==> src/rtl/prefetch_queue_pkg.sv <==
// Shared types for the instruction prefetch queue.
//   PFP_W          width of the prefetch pointer / PS offset
//   MAX_BUS_BYTES  widest fetch beat supported (32-bit bus)
//   pq_beat_t      one fetch beat as seen by the control path: the aligned
//                  request address, the raw beat data (zero-extended to the
//                  widest bus) and the number of leading bytes to drop
//   align_down     clears the low address bits below a bus-width boundary
package prefetch_queue_pkg;

    localparam int PFP_W         = 16;
    localparam int MAX_BUS_BYTES = 4;

    typedef struct packed {
        logic [PFP_W-1:0]           addr;
        logic [MAX_BUS_BYTES*8-1:0] data;
        logic [1:0]                 skip;
    } pq_beat_t;

    function automatic logic [PFP_W-1:0] align_down(input logic [PFP_W-1:0] a,
                                                    input int              bus_bytes);
        return a & ~PFP_W'(bus_bytes - 1);
    endfunction

endpackage

==> src/rtl/pq_ram.sv <==
// Circular byte store for the prefetch queue.
//   clk       core clock
//   wr_base   tail pointer; write port k lands at wr_base+k (mod DEPTH)
//   wr_mask   per-port write enable, one bit per beat byte
//   wr_data   beat bytes already shifted so port k carries byte k
//   rd_base   head pointer; read port i returns byte at rd_base+i (mod DEPTH)
//   rd_data   PEEK bytes starting at the head, byte i = bits [8i+7:8i]
module pq_ram #(
    parameter int DEPTH     = 8,
    parameter int BUS_BYTES = 2,
    parameter int PEEK      = 3
) (
    input  logic                       clk,
    input  logic [$clog2(DEPTH)-1:0]   wr_base,
    input  logic [BUS_BYTES-1:0]       wr_mask,
    input  logic [BUS_BYTES*8-1:0]     wr_data,
    input  logic [$clog2(DEPTH)-1:0]   rd_base,
    output logic [PEEK*8-1:0]          rd_data
);

    localparam int PTR_W = $clog2(DEPTH);

    logic [7:0] mem [DEPTH];

    // NOTE: the byte store has no reset; every byte is written before the
    // occupancy count lets it reach the outputs, so its power-up value is never seen.
    always_ff @(posedge clk) begin
        for (int k = 0; k < BUS_BYTES; k++) begin
            if (wr_mask[k]) begin
                mem[wr_base + PTR_W'(k)] <= wr_data[8*k +: 8];
            end
        end
    end

    always_comb begin
        for (int i = 0; i < PEEK; i++) begin
            rd_data[8*i +: 8] = mem[rd_base + PTR_W'(i)];
        end
    end

endmodule

==> src/rtl/prefetch_queue.sv <==
// Instruction prefetch queue between the bus control unit and the pre-decoder.
// Fetches code bytes at PS:PFP one beat at a time and presents a PEEK-byte
// lookahead window at the head.
//   clk, reset   core clock, synchronous active-high reset
//   ce           clock enable; nothing changes while low
//   flush        drop the queue and restart fetching at flush_pc
//   flush_pc     new prefetch offset within PS
//   consume      bytes retired from the head this ce (0..PEEK)
//   q_bytes      head window, byte i = bits [8i+7:8i]; bytes past q_len read 0
//   q_len        number of valid bytes queued
//   fetch_req    level request for one beat, held until fetch_ack
//   fetch_addr   bus-aligned PS offset of the requested beat
//   fetch_ack    one-ce pulse completing the outstanding beat
//   fetch_data   beat data, little-endian
module prefetch_queue
    import prefetch_queue_pkg::*;
#(
    parameter int DEPTH     = 8,
    parameter int BUS_BYTES = 2,
    parameter int PEEK      = 3
) (
    input  logic                         clk,
    input  logic                         reset,
    input  logic                         ce,
    input  logic                         flush,
    input  logic [PFP_W-1:0]             flush_pc,
    input  logic [$clog2(PEEK+1)-1:0]    consume,
    output logic [PEEK*8-1:0]            q_bytes,
    output logic [$clog2(DEPTH+1)-1:0]   q_len,
    output logic                         fetch_req,
    output logic [PFP_W-1:0]             fetch_addr,
    input  logic                         fetch_ack,
    input  logic [BUS_BYTES*8-1:0]       fetch_data
);

    localparam int PTR_W = $clog2(DEPTH);
    localparam int LEN_W = $clog2(DEPTH+1);

    logic [PTR_W-1:0] head, tail;
    logic [LEN_W-1:0] len;
    logic [PFP_W-1:0] pfp;
    logic [PFP_W-1:0] req_addr;
    logic             req_out;
    logic             discard;

    pq_beat_t               beat;
    logic [LEN_W-1:0]       consumed;
    logic [LEN_W-1:0]       accepted;
    logic                   take_beat;
    logic                   raise_req;
    logic [BUS_BYTES-1:0]   wr_mask;
    logic [BUS_BYTES*8-1:0] wr_data;
    logic [PEEK*8-1:0]      rd_data;

    // NOTE: every signal written here gets a value before any condition, so
    // no path leaves it unassigned and no latch is inferred.
    always_comb begin
        beat      = '0;
        beat.addr = req_addr;
        beat.data = 32'(fetch_data);
        // pfp only moves on an accepted beat or a flush, so it still holds the
        // request's start offset when the ack arrives.
        beat.skip = 2'(pfp & PFP_W'(BUS_BYTES - 1));

        consumed  = (LEN_W'(consume) > len) ? len : LEN_W'(consume);
        accepted  = LEN_W'(BUS_BYTES) - LEN_W'(beat.skip);
        take_beat = ce && !flush && fetch_ack && req_out && !discard;
        // Free space is judged on the pre-consume length.
        raise_req = !req_out && ((LEN_W'(DEPTH) - len) >= LEN_W'(BUS_BYTES));

        wr_data   = (BUS_BYTES*8)'(beat.data >> {beat.skip, 3'b000});
        for (int k = 0; k < BUS_BYTES; k++) begin
            wr_mask[k] = take_beat && (LEN_W'(k) < accepted);
        end
    end

    // NOTE: state registers use non-blocking assignments so every register
    // samples the pre-edge values regardless of statement order.
    always_ff @(posedge clk) begin
        if (reset) begin
            head     <= '0;
            tail     <= '0;
            len      <= '0;
            pfp      <= '0;
            req_addr <= '0;
            req_out  <= 1'b0;
            discard  <= 1'b0;
        end else if (ce) begin
            if (flush) begin
                head <= tail;
                len  <= '0;
                pfp  <= flush_pc;
                if (req_out && fetch_ack) begin
                    // The in-flight beat completes in the flush ce itself:
                    // drop it here rather than marking a later beat for discard.
                    req_out <= 1'b0;
                    discard <= 1'b0;
                end else if (req_out) begin
                    discard <= 1'b1;
                end
            end else begin
                head <= head + PTR_W'(consumed);
                len  <= len - consumed + (take_beat ? accepted : LEN_W'(0));
                if (req_out && fetch_ack) begin
                    req_out <= 1'b0;
                    discard <= 1'b0;
                    if (!discard) begin
                        tail <= tail + PTR_W'(accepted);
                        pfp  <= pfp + PFP_W'(accepted);
                    end
                end else if (raise_req) begin
                    req_out  <= 1'b1;
                    req_addr <= align_down(pfp, BUS_BYTES);
                end
            end
        end
    end

    pq_ram #(
        .DEPTH     (DEPTH),
        .BUS_BYTES (BUS_BYTES),
        .PEEK      (PEEK)
    ) u_pq_ram (
        .clk     (clk),
        .wr_base (tail),
        .wr_mask (wr_mask),
        .wr_data (wr_data),
        .rd_base (head),
        .rd_data (rd_data)
    );

    always_comb begin
        for (int i = 0; i < PEEK; i++) begin
            q_bytes[8*i +: 8] = (LEN_W'(i) < len) ? rd_data[8*i +: 8] : 8'h00;
        end
    end

    assign q_len      = len;
    assign fetch_req  = req_out;
    assign fetch_addr = beat.addr;

    // Retiring more bytes than are queued is a caller error; the datapath clamps it.
    consume_in_range: assert property (@(posedge clk) disable iff (reset)
        (ce && !flush) |-> (LEN_W'(consume) <= len));

endmodule

==> config.mk <==
export PLATFORM = sky130hd
export DESIGN_NAME = prefetch_queue
export DESIGN_NICKNAME = d
export VERILOG_FILES = /design/src/rtl/prefetch_queue_pkg.sv /design/src/rtl/pq_ram.sv /design/src/rtl/prefetch_queue.sv
export SDC_FILE = /design/constraint.sdc
export NUM_CORES = 1
export LEC_CHECK = 0
export CORE_AREA = 2 2 135 137
export CTS_CLUSTER_DIAMETER = 200
export DETAILED_ROUTE_END_ITERATION = 10
export DIE_AREA = 0 0 137 139
export HOLD_SLACK_MARGIN = 0.03
export PLACE_DENSITY = 0.72
export SLEW_MARGIN = 15
export SYNTH_ARGS = -nofsm -noshare
export SYNTH_HDL_FRONTEND = slang
export SYNTH_HIERARCHICAL = 1
export SYNTH_SLANG_ARGS = --single-unit
==> constraint.sdc <==
create_clock -name clk -period 3.42 [get_ports clk]
set_input_delay 0.684 -clock clk [delete_from_list [all_inputs] [get_ports clk]]
set_output_delay 0.684 -clock clk [all_outputs]
set_load 0.005 [all_outputs]
## Word level (Yosys, flattened, before mapping)

Memory sizes are Yosys's and may differ from the RTL's. A register that Yosys moved wholly into a read port is not among the register bits.
Index checks and enable logic that the tools add are counted.

- $add $sub $neg: 10
- $lt $le $gt $ge: 7
- Equality and inequality tests: 2
- Shifts and indexed selects: 1
- Muxes and demuxes: 23
- Bitwise operators: 3
- Reduce and logical (&&, ||, !) cells: 19

Operator list:

| kind | number |
|---|---|
| 2-to-1 mux 16 bit | 3 |
| 2-to-1 mux 8 bit | 3 |
| adder 16 x 4 -> 16 bit | 1 |
| < comparator 1 x 4 -> 1 bit, first input constant | 4 |
| >> shifter 16 x 4 -> 16 bit | 1 |
| 2-to-1 mux 4 bit | 3 |
| 2-to-1 mux 1 bit | 11 |
| 2-to-1 mux 3 bit | 3 |
| AND reduction 3 bit | 3 |
| logical AND 1 bit | 8 |
| AND reduction 4 bit | 2 |
| adder 3 x 1 -> 3 bit, second input constant | 2 |
| adder 3 bit | 2 |
| nonzero test 2 bit | 3 |
| adder 4 bit | 1 |
| greater-or-equal comparator 4 x 2 -> 1 bit, second input constant | 1 |
| > comparator 2 x 4 -> 1 bit | 1 |
| < comparator 2 x 4 -> 1 bit, first input constant | 1 |
| subtractor 4 bit | 1 |
| subtractor 4 bit, first input constant | 1 |
| adder 3 x 2 -> 3 bit, second input constant | 1 |
| zero test 1 bit | 3 |
| inverter 1 bit | 3 |
| subtractor 2 x 1 -> 3 bit, first input constant | 1 |
| other kinds (2) | 2 |

- Bits in registers: 43
- Memory bits (writable): 64
- Bits of input ports: 39
- Output and inout bits: 45
- Logic and storage cells: 73
- Memories: 1

Memories:

| name | depth | width | read ports | clocked after Yosys merged registers in | wr ports | RTL line | text |
|---|---|---|---|---|---|---|---|
| u_pq_ram.mem | 8 | 8 | 3 | 1 | 2 | pq_ram.sv:23 | `logic [7:0] mem [DEPTH];` |

## Logic depth before layout (Yosys ltp)

Gate-level depths: netlist of run 1.

- Depth after elaboration: 8
- Depth in mapped cells: 13
- Gate-level depth less buffers: 13

## Modules after synthesis

Netlist of run 1, hierarchy kept.

Modules (own cells, without submodules):

| module | instances | cells an instance | area each (um^2) | seq. area each (um^2) |
|---|---|---|---|---|
| pq_ram | 1 | 286 | 4086.4 | 1921.8 |
| prefetch_queue | 1 | 357 | 3011.6 | 860.8 |

## Worst setup path after synthesis of run 1

OpenSTA, ideal clock, no wires.

- Path kind: in2reg
- From: input consume[1]
- To: register len[2] (netlist: q_len[2])
- Setup time: 0.128 ns
- Data arrival time: 2.803 ns
- Data required time: 3.292 ns
- Setup slack: 0.489 ns
- Stages: 12
- Path through: inv_1 > ha_1 > nor2b_1 > o211ai_1 > o21ai_0 > ha_1 > inv_1 > ha_1 > fa_1 > xor2_1 > a2bb2oi_1 > nor2_1

- Cells in the longest elaborated chain, start to end: 5

RTL lines:

| element | RTL line | text |
|---|---|---|
| start, declared | prefetch_queue.sv:27 | `input logic [$clog2(PEEK+1)-1:0] consume,` |
| > comparator 2 x 4 -> 1 bit | prefetch_queue.sv:65 | `consumed = (LEN_W'(consume) > len) ? len : LEN_W'(consume);` |
| 2-to-1 mux 4 bit * | prefetch_queue.sv:65 |  |
| subtractor 4 bit * | prefetch_queue.sv:103 | `len <= len - consumed + (take_beat ? accepted : LEN_W'(0));` |
| adder 4 bit * | prefetch_queue.sv:103 |  |
| 2-to-1 mux 4 bit * | prefetch_queue.sv:89 | `if (flush) begin` |
| end signal, assigned | prefetch_queue.sv:103 |  |
| end, declared | prefetch_queue.sv:40 | `logic [LEN_W-1:0] len;` |

Every way passes the cells marked *; elsewhere a longest branch is shown, timed or not.
A chain may end at the register's enable or synchronous reset.

==> results of run 1 <==
## sequential cells by signal, summed over array words and instances, names as in the netlist
register,count
fetch_addr,15
discard,1
u_pq_ram/mem,64
head,3
fetch_req,1
q_len,4
pfp,16
tail,3
## layer usage
metal,share of wire,wire (um),up-vias,global-route usage
li1,-,-,2593,-
met1,0.45,7990,2611,0.260
met2,0.48,8570,167,0.303
met3,0.044,788,38,0.0216
met4,0.032,575,0,0.0863
met5,0,0,-,0
## final cells by class
class | count | area share
well taps | 229 | 0.0332
multi-input cells | 479 | 0.471
inverters | 21 | 0.00912
clock inverters | 4 | 0.00579
flip-flops and latches | 107 | 0.322
repair buffers | 116 | 0.125
clock buffers | 12 | 0.0335
## placed cells by master (no fill, tap or decap), drive strengths merged, types with 4 or more instances in the layout
cell type	instances
a31oi	6
ha	18
and2	27
edfxtp	64
o22ai	17
nor2b	11
clkdlybuf4s50	82
xnor2	5
mux2i	28
nand3	8
nor4	5
nand2	62
o32ai	5
o21ai	13
mux4	16
nand4	5
inv	22
o211ai	5
a211oi	20
nor3	15
mux2	104
nand2b	9
nor2	35
buf	34
o31ai	4
dfxtp	43
a21oi	13
xor2	5
clkbuf	12
## power by group
group          internal [W]  switching [W]
clock              0.000679       0.000471
combinational      0.000409       0.000354
sequential          0.00140      0.0000368
## final timing paths
path                                     from            end  slack, ps  cells past startpoint
worst max-delay path                  head[0]     q_bytes[0]        170                      6
worst min register to register  fetch_addr[7]  fetch_addr[7]        460                      2
worst min-delay path            fetch_addr[7]  fetch_addr[7]        460                      2
worst max register to register       q_len[1]       q_len[2]        690                     11
## metrics by stage
step,std cells,total power (W),cell area [um2],setup slack [ps],hold WS [ps]
final,968,0.00335,8640,166,458
after global routing,968,0.00348,8640,47.8,479
after CTS,968,0.00337,8620,7.35,464
after detailed placement,952,0.00222,8280,9.40,450
after global placement,952,0.00221,8280,25.9,447
after floorplan,643,0.00193,7100,489,451
## kinds of logic (layout without fill, tap and decap cells)
logic type                 count (synthesis)  in the layout  synth area share
adders and majority gates                 21             21            0.0402
AOI/OAI and AO/OA                        108            108             0.114
xor gates and xnor gates                  10             10            0.0134
and+or+nand+nor                          191            191             0.148
buffers and inverters                     57            153            0.0361
other                                      1              1          0.000528
muxes                                    148            148             0.256
DFF                                      107            107             0.392
## cell usage after synthesis (17+ instances only)
| cell type | n |
|---|---|
| mux2_2 | 104 |
| edfxtp_1 | 64 |
| nand2_1 | 61 |
| dfxtp_1 | 43 |
| nor2_1 | 32 |
| mux2i_1 | 28 |
| and2_1 | 27 |
| a211oi_1 | 20 |
| buf_2 | 19 |
| inv_1 | 19 |
| ha_1 | 18 |
| o22ai_1 | 17 |
## critical path, stage by stage, from the launching register on
cell	delay, ps
dfxtp_2	330
buf_4	470
mux2_2	290
nor2_1	40
a211oi_1	380
and2_1	190
clkdlybuf4s50_1	500
==> flow_summary_export.csv, run 1 <==
group,metric,value,unit
synthesis,synth_seq_cells,107,
clock_tree,cts_hold_buf,0,
sta,slew_headroom,0.620,
die,io_pins,84,
sta,finClkSkew,14.4,ps
routing,first_pass_iters,5,
place,place_hpwl,12800,um
routing,finalWirelength,17900,um
place,gp_congestion,0.832,
final_layout,syn_to_final_growth,21.7,%
clock_tree,tritoncts,"yes",
worst_hold_path,worstHoldPathType,"reg2reg",
global_route,grt_usage,0.191,
global_route,grt_pass1_vias,5202,
sta,worstMarginPinSlew,569,ps
final_layout,num_antenna_cells,0,
clock_tree,cts_root_buf,"clkbuf_16",
sta,fin_crit_sh,0.951,
die,core-area,17700,um2
synthesis,ys_top_cells_by_area,"edfxtp_1, mux2_2, dfxtp_1",
sta,hold_viol,0,
sta,setup_tns,0,ps
clock_tree,cts_sinks,107,
routing,viasPerCell,5.59,
synthesis,avgSynthCellArea,11.0,um2
clock_tree,clock_latency,360,ps
place,io_buffers,82,
setup_path,crit_fanout,42,
power,ir_drop,0.000235,V
sta,fmax,307,MHz
routing,drcViolationCount,0,
clock_tree,cts.repair.resized,0,
global_route,antenna_found_initial,0,
setup_path,worstSetupEndpointType,"output port",
global_route,grt_max_degree,43,
die,start_util,0.402,
synthesis,synth_area_leader_cell,"edfxtp_1",
setup_path,worstSetupStartpointType,"flip-flop",
setup_path,crit_required,2740,ps
routing,routedWlPerCell,18.5,um
routing,drt_iter0_markers,338,
sta,fin_crit,3250,ps
clock_tree,clkTransAtPathRegs,80,ps
final_layout,nets,794,
clock_tree,cts_buffers,9,
sta,rsz0062_at_grt,"false",
power,p_per_area,387,nW/um2
setup_path,worstPathArrival,2570,ps
sta,setup_viol,0,
die,rows,49,
final_layout,finish.utilization,0.489,
synthesis,synth_edf_count,64,
final_layout,multi_input_area,4070,um2
clock_tree,clk_path_buf_depth,2,
final_layout,regArea,2790,um2
clock_tree,post_cts.repair.setup_buffers,0,
synthesis,synth.top_cell.area_share,0.271,
synthesis,synthArstFlopShare,0,
routing,num_vias,5409,
synthesis,syn_area,7100,um2
clock_tree,cts_max_level,3,
synthesis,synth.net_count,703,
power,p_leak,2.97,nW
global_route,grt_pass1_wl,28300,um
job,drv_cap,0,
synthesis,synth-seq-area-share,0.392,
final_layout,drive_above_1_share,0.275,
global_route,overflow,0,
setup_path,crit_type,"reg2out",
die,fp.dieH,139,um
outcome,outcome,"finished, final reports clean",
sta,drv_slew,0,
die,dieArea,19000,um2
synthesis,ys_types,75,
routing,antenna_left,0,
synthesis,ys.flop_type,"edfxtp_1",
synthesis,syn_inst,643,
synthesis,yosys_warnings,6,
final_layout,fill_cells,1609,
die,die_w,137,um
No activity file was read; power rests on OpenSTA's default activity.
==> inputs of run 2 (changes only) <==
CORE_AREA = 5 5 138 140   (was 2 2 135 137)
DIE_AREA = 0 0 143 145   (was 0 0 137 139)
==> flow_summary_export.csv, run 2 (synthesis gave the netlist of run 1 again) <==
group,metric,value,unit
final_layout,layout_commonest_cell,"mux2_2",
sta,fin_crit_sh,0.968,
power,ir_drop,0.000259,V
outcome,outcome,"finished, final reports clean",
clock_tree,clkTransAtPathRegs,70,ps
final_layout,final_cell_mix,"mux2_2, clkdlybuf4s50_1, edfxtp_1",
clock_tree,clk_path_buf_depth,2,
routing,drt_iter0_markers,455,
sta,rsz0062_at_grt,"false",
power,power_frac_clock,0.314,
final_layout,regMostFlops,"u_pq_ram/mem",
routing,finalWirelength,19100,um
routing,viasPerCell,5.60,
final_layout,syn_to_final_growth,21.5,%
clock_tree,cts_sinks,107,
clock_tree,cts_hold_buf,0,
sta,setup_viol,0,
sta,finClkSkew,9.51,ps
global_route,antenna_found_initial,0,
routing,drcViolationCount,0,
job,drv_cap,0,
setup_path,worstSetupEndpointType,"output port",
routing,antenna_left,0,
global_route,overflow,0,
routing,routedWlPerCell,19.6,um
sta,setup_tns,0,ps
setup_path,r2r_cells,11,
final_layout,num_antenna_cells,0,
sta,fmax,302,MHz
routing,num_vias,5441,
place,place_hpwl,13500,um
global_route,grt_max_degree,43,
sta,worstMarginPinSlew,695,ps
final_layout,nets,799,
setup_path,crit_required,2740,ps
sta,fin_crit,3310,ps
power,p_seq_frac,0.443,
sta,slew_headroom,0.532,
global_route,grt_pass1_vias,5427,
clock_tree,cts_max_level,3,
power,p_per_area,375,nW/um2
power,total_power,0.00324,W
sta,hold_viol,0,
worst_hold_path,whs_path_depth,2,
worst_hold_path,worstHoldPathType,"reg2reg",
die,io_pins,84,
setup_path,worstPathArrival,2630,ps
setup_path,crit_fanout,42,
die,die_w,143,um
power,switching_power,0.000866,W
die,fp.dieH,145,um
power,sw_frac_of_total,0.267,
setup_path,crit_type,"reg2out",
die,dieArea,20700,um2
die,core-area,17700,um2
setup_path,worstSetupStartpointType,"flip-flop",
sta,drv_slew,0,
clock_tree,post_cts.repair.setup_buffers,0,
die,start_util,0.401,
clock_tree,clock_latency,350,ps
clock_tree,cts_buffers,9,
power,p_int,0.00237,W
routing,first_pass_iters,5,
clock_tree,cts_root_buf,"clkbuf_16",
final_layout,largest_register_ffs,64,
clock_tree,tritoncts,"yes",
place,io_buffers,82,
power,comb_power_share,0.242,
global_route,grt_pass1_wl,30200,um
global_route,grt_usage,0.184,
power,p_leak,2.96,nW
die,rows,49,
place,gp_congestion,0.863,
final_layout,drive_above_1_share,0.276,
[run 2: cell count changes in the layout (fill, tap and decap cells not counted)]
cell,change
buf_4,+5
clkbuf_16,-2
buf_12,+1
buf_6,-1
clkbuf_8,-1
clkinv_1,+1
clkinv_2,-1
clkinvlp_2,+1
clkinvlp_4,+1
inv_4,-1
[run 2: power groups by stage]
stage / Sequential [W] / Clock (W) / Combinational (W)
after floorplan: 0.00146 / 0 / 0.000479
after global placement: 0.00146 / 0 / 0.000772
after detailed placement: 0.00146 / 0 / 0.000784
after CTS: 0.00143 / 0.00103 / 0.000789
after global routing: 0.00144 / 0.00108 / 0.000861
final: 0.00144 / 0.00102 / 0.000785
[run 2: what timing repair did]
item	4_1_cts	5_1_grt
endpoints found under the hold margin	0	0
setup endpoints to repair	6	9
resized for setup	1	2
[run 2: final timing paths]
check | start | to | slack [ps]
max | head[0] | q_bytes[16] | 110
min | fetch_addr[7] | fetch_addr[7] | 460
max reg2reg | q_len[1] | q_len[2] | 680
min reg2reg | fetch_addr[7] | fetch_addr[7] | 460
[run 2: through the flow]
stage / worst slack (ps) / util / hold slack [ps] / instances / area (um2)
2_1_floorplan: 489 / - / 451 / 643 / 7100
3_3_place_gp: 11.1 / 0.470 / 447 / 957 / 8330
3_5_place_dp: -18.0 / 0.470 / 456 / 957 / 8330
4_1_cts: 32.3 / 0.487 / 466 / 971 / 8620
5_1_grt: 39.9 / 0.487 / 485 / 971 / 8630
6_report: 111 / 0.487 / 464 / 971 / 8630
[run 2: final cells by class]
class / count / area (um2)
clock inverter: 5 / 55.1
fill: 1599 / 9090
sequential: 107 / 2790
timing repair buffer: 121 / 1130
clock buffer: 9 / 225
multi-input combinational: 479 / 4070
tap: 229 / 287
inverter: 21 / 78.8
[run 2: metal layers]
metal	vias up	track usage	part of all wire
met5	-	0	0
met4	0	0.0575	0.019
met3	34	0.0276	0.049
met2	173	0.302	0.49
met1	2627	0.251	0.44
li1	2607	-	-
[run 2: critical path: stages, from the launching register on]
cell	delay, ps
dfxtp_2	330
buf_4	480
mux2_2	290
nor2_1	40
a211oi_1	390
and2_1	190
clkdlybuf4s50_1	510
==> inputs of run 3 (changes only) <==
CTS_CLUSTER_SIZE = 40   (was not set)
==> results of run 3 <==
No change in the layout: final DEF, timing and power equal those of run 2.
